`config.mk`:
```
export PLATFORM = sky130hd
export DESIGN_NAME = uart_rx_ctrl
export DESIGN_NICKNAME = d
export VERILOG_FILES = /design/src/rtl/uart_rx_pkg.sv /design/src/rtl/uart_baud_tick.sv /design/src/rtl/uart_rx_ctrl.sv
export SDC_FILE = /design/constraint.sdc
export NUM_CORES = 1
export LEC_CHECK = 0
export BUFFER_PORTS_ARGS = -buffer_cell sky130_fd_sc_hd__clkbuf_2
export CAP_MARGIN = 20
export CORE_AREA = 2 2 77 79
export CTS_BUF_LIST = sky130_fd_sc_hd__clkbuf_8
export DETAILED_ROUTE_END_ITERATION = 10
export DIE_AREA = 0 0 79 81
export PLACE_DENSITY = 0.56
export SETUP_SLACK_MARGIN = 0.5
export SLEW_MARGIN = 40
export SYNTH_ARGS = -nofsm -noshare
export SYNTH_HDL_FRONTEND = slang
export SYNTH_SLANG_ARGS = --single-unit
```
`constraint.sdc`:
```
create_clock -name clk -period 2.1 [get_ports clk]
set_input_delay 0 -clock clk [delete_from_list [all_inputs] [get_ports clk]]
set_output_delay 0 -clock clk [all_outputs]
set_load 0.01 [all_outputs]
```
`src/rtl/uart_rx_pkg.sv`:
```
// uart_rx_pkg: receiver state encoding plus baud-divider and counter-width helpers
package uart_rx_pkg;

    typedef enum logic [2:0] {IDLE, START, DATA, PARITY, STOP, WAIT_HI} rx_state_t;

    // Clock cycles per oversampling tick, truncated.
    function automatic int baud_div(input int clk_hz, input int baud, input int os);
        return clk_hz / (baud * os);
    endfunction

    // Width of a counter that must reach n-1.
    function automatic int cnt_w(input int n);
        return n > 1 ? $clog2(n) : 1;
    endfunction

endpackage

```
`src/rtl/uart_baud_tick.sv`:
```
// uart_baud_tick: single-clock oversampling tick enable, phase-lockable by clr/en
// Ports: clk, areset_n (async, active-low), clr (restart phase), en (run counter),
//        tick (one-cycle pulse every DIV cycles while en).
module uart_baud_tick
    import uart_rx_pkg::*;
#(
    parameter int DIV = baud_div(100_000_000, 9600, 16)
) (
    input  logic clk,
    input  logic areset_n,
    input  logic clr,
    input  logic en,
    output logic tick
);

    localparam int W = cnt_w(DIV);
    localparam logic [W-1:0] TOP = W'(DIV - 1);

    logic [W-1:0] cnt;

    always_ff @(posedge clk or negedge areset_n) begin
        if (!areset_n)
            cnt <= '0;
        else
            cnt <= (clr || !en || cnt == TOP) ? '0 : cnt + 1'b1;
    end

    assign tick = en && cnt == TOP;

endmodule

```
`src/rtl/uart_rx_ctrl.sv`:
```
// uart_rx_ctrl: oversampling UART receiver with mid-bit sampling and valid/ready output
// Ports: clk, areset_n (async, active-low), rx (async line, idle high),
//        rx_data/rx_valid/rx_ready (byte handshake), busy (not IDLE),
//        frame_err, overrun, par_err (one-cycle pulses).
// Optional: UART_RX_PARITY_EN adds an even-parity bit, the PARITY state and par_err.
module uart_rx_ctrl
    import uart_rx_pkg::*;
#(
    parameter int CLK_HZ     = 100_000_000,
    parameter int BAUD       = 9600,
    parameter int OVERSAMPLE = 16,
    parameter int DATA_BITS  = 8
) (
    input  logic                 clk,
    input  logic                 areset_n,
    input  logic                 rx,
    output logic [DATA_BITS-1:0] rx_data,
    output logic                 rx_valid,
    input  logic                 rx_ready,
    output logic                 busy,
    output logic                 frame_err,
`ifdef UART_RX_PARITY_EN
    output logic                 par_err,
`endif
    output logic                 overrun
);

    localparam int DIV = baud_div(CLK_HZ, BAUD, OVERSAMPLE);
    localparam int SW  = cnt_w(OVERSAMPLE);
    localparam int BW  = cnt_w(DATA_BITS);
    localparam logic [SW-1:0] MID   = SW'(OVERSAMPLE / 2 - 1);
    localparam logic [SW-1:0] LAST  = SW'(OVERSAMPLE - 1);
    localparam logic [BW-1:0] BLAST = BW'(DATA_BITS - 1);

    rx_state_t            state;
    logic                 rx_m, rx_s, tick, bit_end, deliver;
    logic [SW-1:0]        scnt;
    logic [BW-1:0]        bcnt;
    logic [DATA_BITS-1:0] shreg;
`ifdef UART_RX_PARITY_EN
    logic                 par_bad;
`endif

    // Reset to the idle level so a reset never looks like a start edge.
    always_ff @(posedge clk or negedge areset_n) begin
        if (!areset_n)
            {rx_m, rx_s} <= 2'b11;
        else
            {rx_m, rx_s} <= {rx, rx_m};
    end

    // Tick phase is frozen while waiting for an edge, so the first tick lands
    // DIV cycles after the start edge is seen.
    uart_baud_tick #(.DIV(DIV)) u_tick (
        .clk      (clk),
        .areset_n (areset_n),
        .clr      (state == IDLE && !rx_s),
        .en       (state != IDLE && state != WAIT_HI),
        .tick     (tick)
    );

    assign busy = state != IDLE;

    always_comb begin
        bit_end = tick && scnt == LAST;
`ifdef UART_RX_PARITY_EN
        deliver = state == STOP && bit_end && rx_s && !par_bad;
`else
        deliver = state == STOP && bit_end && rx_s;
`endif
    end

    always_ff @(posedge clk or negedge areset_n) begin
        if (!areset_n) begin
            state     <= IDLE;
            scnt      <= '0;
            bcnt      <= '0;
            shreg     <= '0;
            rx_data   <= '0;
            rx_valid  <= 1'b0;
            frame_err <= 1'b0;
            overrun   <= 1'b0;
`ifdef UART_RX_PARITY_EN
            par_err   <= 1'b0;
            par_bad   <= 1'b0;
`endif
        end else begin
            frame_err <= 1'b0;
            overrun   <= 1'b0;
`ifdef UART_RX_PARITY_EN
            par_err   <= 1'b0;
`endif
            if (rx_valid && rx_ready)
                rx_valid <= 1'b0;
            // A delivery overrides the handshake clear above.
            if (deliver) begin
                if (!rx_valid || rx_ready) begin
                    rx_data  <= shreg;
                    rx_valid <= 1'b1;
                end else begin
                    overrun <= 1'b1;
                end
            end
            case (state)
                IDLE: if (!rx_s) begin
                    state <= START;
                    scnt  <= '0;
                    bcnt  <= '0;
                end
                START: if (tick) begin
                    scnt <= (scnt == MID) ? '0 : scnt + 1'b1;
                    if (scnt == MID)
                        state <= rx_s ? IDLE : DATA;
                end
                DATA: if (tick) begin
                    scnt <= bit_end ? '0 : scnt + 1'b1;
                    if (bit_end) begin
                        shreg <= {rx_s, shreg[DATA_BITS-1:1]};
                        bcnt  <= bcnt + 1'b1;
`ifdef UART_RX_PARITY_EN
                        if (bcnt == BLAST)
                            state <= PARITY;
`else
                        if (bcnt == BLAST)
                            state <= STOP;
`endif
                    end
                end
`ifdef UART_RX_PARITY_EN
                PARITY: if (tick) begin
                    scnt <= bit_end ? '0 : scnt + 1'b1;
                    if (bit_end) begin
                        par_bad <= ^{shreg, rx_s};
                        state   <= STOP;
                    end
                end
`endif
                STOP: if (tick) begin
                    scnt <= bit_end ? '0 : scnt + 1'b1;
                    if (bit_end) begin
                        state     <= rx_s ? IDLE : WAIT_HI;
                        frame_err <= !rx_s;
`ifdef UART_RX_PARITY_EN
                        par_err   <= rx_s && par_bad;
`endif
                    end
                end
                // Hold off until the line returns high so a break is one error.
                WAIT_HI: if (rx_s)
                    state <= IDLE;
                default: state <= IDLE;
            endcase
        end
    end

endmodule

```
==> reports/qor.txt <==
Status -> finished with violations
Failing checks -> negative setup slack
Initial antenna violation count -> 0
FF+latch count, synth -> 41
Mapped Nets -> 174
Yosys warns -> 0
Worst-path clk slew -> 90 ps
Mapped cell area -> 0.001891 mm2
Largest net degree at the start of global routing -> 24
Antenna fix cells -> 0
Grt total ovfl -> 0
Final hold violations -> 0
Die width -> 79 um
Worst-path cell chain -> or4b_4, or3_4, nor2b_4, or3_4, mux2_4
Total Power -> 1.347 mW
CTS tree -> yes
WHS -> 184.3 ps
Worst Hold Class -> input pin to asynchronous set/reset pin
Buf/Inv on CP -> 0
Pwr dens -> 519.2 mW/mm2
IO buf count -> 15
Total track usage -> 12.93%
Async SR Flop Fraction -> 100.0%
Max_cap viols -> 0
Net count of the finished layout -> 224
Largest stage delay on the critical path -> 560 ps
RSZ-0062 raised after global routing -> yes
First-pass GRT wire length -> 6368 um
Critical path capture point type -> register
Root Buffer Master -> clkbuf_8
Fmax achieved -> 453.1 MHz
Final WL -> 3869 um
Count of antenna-violating nets left after detailed routing -> 0
Crit path launch type -> register
CP Data Required Time -> 2290 ps
Post-route setup slack -> -107.0 ps
WS Path Type -> register to register
Total CTS buffers -> 5
Critical Path Slowest Stage Cell -> or4b_4
CP dominant cell by count -> or3_4
Core box area -> 0.005675 mm2
Worst slew margin -> 45.65%
Crit path max-delay family -> simple AND/OR/NAND/NOR gates
IO Count -> 16
DR pass1 iterations -> 4
Mapped Cells -> 165
Share of cells above drive strength 1 -> 42.13%
P&R area growth vs syn -> 37.26%
Sequential area share after synthesis -> 54.40%
Least-Margin Pin Slew -> 807.8 ps
Clk_skew -> 5.869 ps
Post-synth EDFFs -> 0
Initial Util -> 33.31%
WL per Instance -> 13.30 um
Clock sink total -> 41
Final HPWL DP -> 2413 um
Crit Path Max Fanout -> 2
Vias per std cell -> 4.684
Synth Area per Inst -> 11.46 um2
Die Span Y -> 81 um
Overall via count from detail_route -> 1363
LEAKAGE -> 1.261 nW
Vias in the first global route -> 1328
Commonest non-fill, non-tap cell in the layout -> dfrtp_1
Fin crit period -> 2207 ps
DR iter-0 viols -> 77
Worst skew pair latency -> 290 ps
CTS max path bufs -> 2
Period Utilization, post-route -> 105.1%
Final setup violation count -> 15
Die Area -> 0.006399 mm2
Worst Path Arrival -> 2390 ps
Main flop type after synthesis -> dfrtp_1
Max-slew violation count -> 0
Maximum vdd ir drop -> 443.4 uV
Most frequent cells in the layout -> dfrtp_1, buf_4, mux2_4
Cell variety after synth -> 36
Rows -> 28
GPL Wtd Cong -> 0.7079
Drt drc -> 0
H-tree levels -> 2
## synthesized netlist by cell type (4+ instances only)
cell | number | area share, %
o21ai_0 | 7 | 1.9
nand2_1 | 15 | 3.0
nand3_1 | 13 | 3.4
nor2_1 | 18 | 3.6
dfrtp_1 | 39 | 52
ha_1 | 5 | 3.3
and3_1 | 4 | 1.3
xor2_1 | 8 | 3.7
mux2_2 | 16 | 9.5
## logic make-up after synthesis
group,Yosys count,share of synthesized area [%]
xor+xnor,10,4.633
fa+ha+maj,5,3.309
simple gates,65,18.60
mux,18,11.12
flops,41,54.40
buf+inv,8,1.721
compound gates,18,6.221
## state kept, by name (all words and copies together), names as in the netlist
signal      count
u_tick.cnt     10
rx_data         8
shreg           8
scnt            4
bcnt            3
state           3
frame_err       1
overrun         1
rx_m            1
rx_s            1
rx_valid        1
## where the power goes
part	switching (mW)	total, mW	internal (mW)	leakage (nW)
clock network	0.292	0.528	0.236	0.0445
registers	0.00239	0.795	0.792	0.551
logic	0.0167	0.0243	0.00761	0.665
total	0.311	1.35	1.04	1.26
## per-stage QoR
step	setup WS [ps]	instances	util, %	TNS (ps)	instance area [um2]
after CTS	-77.65	288	44.71	-329.7	2537
after global placement	-95.53	267	38.89	-190.6	2207
after detailed placement	-134.2	267	38.89	-354.2	2207
after global routing	-170.1	291	45.72	-2152	2595
after floorplan	-186.8	165	-	-403.7	1926
final	-107.0	291	45.72	-574.5	2595
## metal layers
layer	track usage (%)	part of all wire (%)	vias up
met5	0	0	-
met4	4.655	1.1	0
met3	3.000	2.9	5
met2	20.00	47	20
met1	17.83	49	666
li1	-	-	672
## worst paths after layout
path | from | end | slack, ps | cells after the start
setup / recovery | u_tick.cnt[5]$_DFF_PN0_ | state[1]$_DFFE_PN0P_ | -110 | 5
hold / removal | areset_n | rx_data[5]$_DFFE_PN0P_ | 180 | 2
setup reg to reg | u_tick.cnt[5]$_DFF_PN0_ | state[1]$_DFFE_PN0P_ | -110 | 5
hold reg to reg | rx_m$_DFF_PN1_ | rx_s$_DFF_PN1_ | 360 | 0
max in group asynchronous | areset_n | rx_s$_DFF_PN1_ | 1190 | 3
min in group clk | rx | rx_m$_DFF_PN1_ | 340 | 2
## final cells by class
type	count	area, um2
tap	75	93.84
timing repair buffer	47	382.9
inverter	3	11.26
sequential	41	1028
clock inverter	3	21.27
clock buffer	5	68.82
multi-input combinational	117	988.4
fill	546	3080
## repair_timing
action,in CTS,in global routing
hold buffers,3,0
gates resized for setup,34,8
hold endpoints to repair,20,0
endpoints found under the setup margin,39,39
gates cloned,1,1
pin swaps,10,3
setup buffers,9,2
No activity file was read; power rests on OpenSTA's default activity.
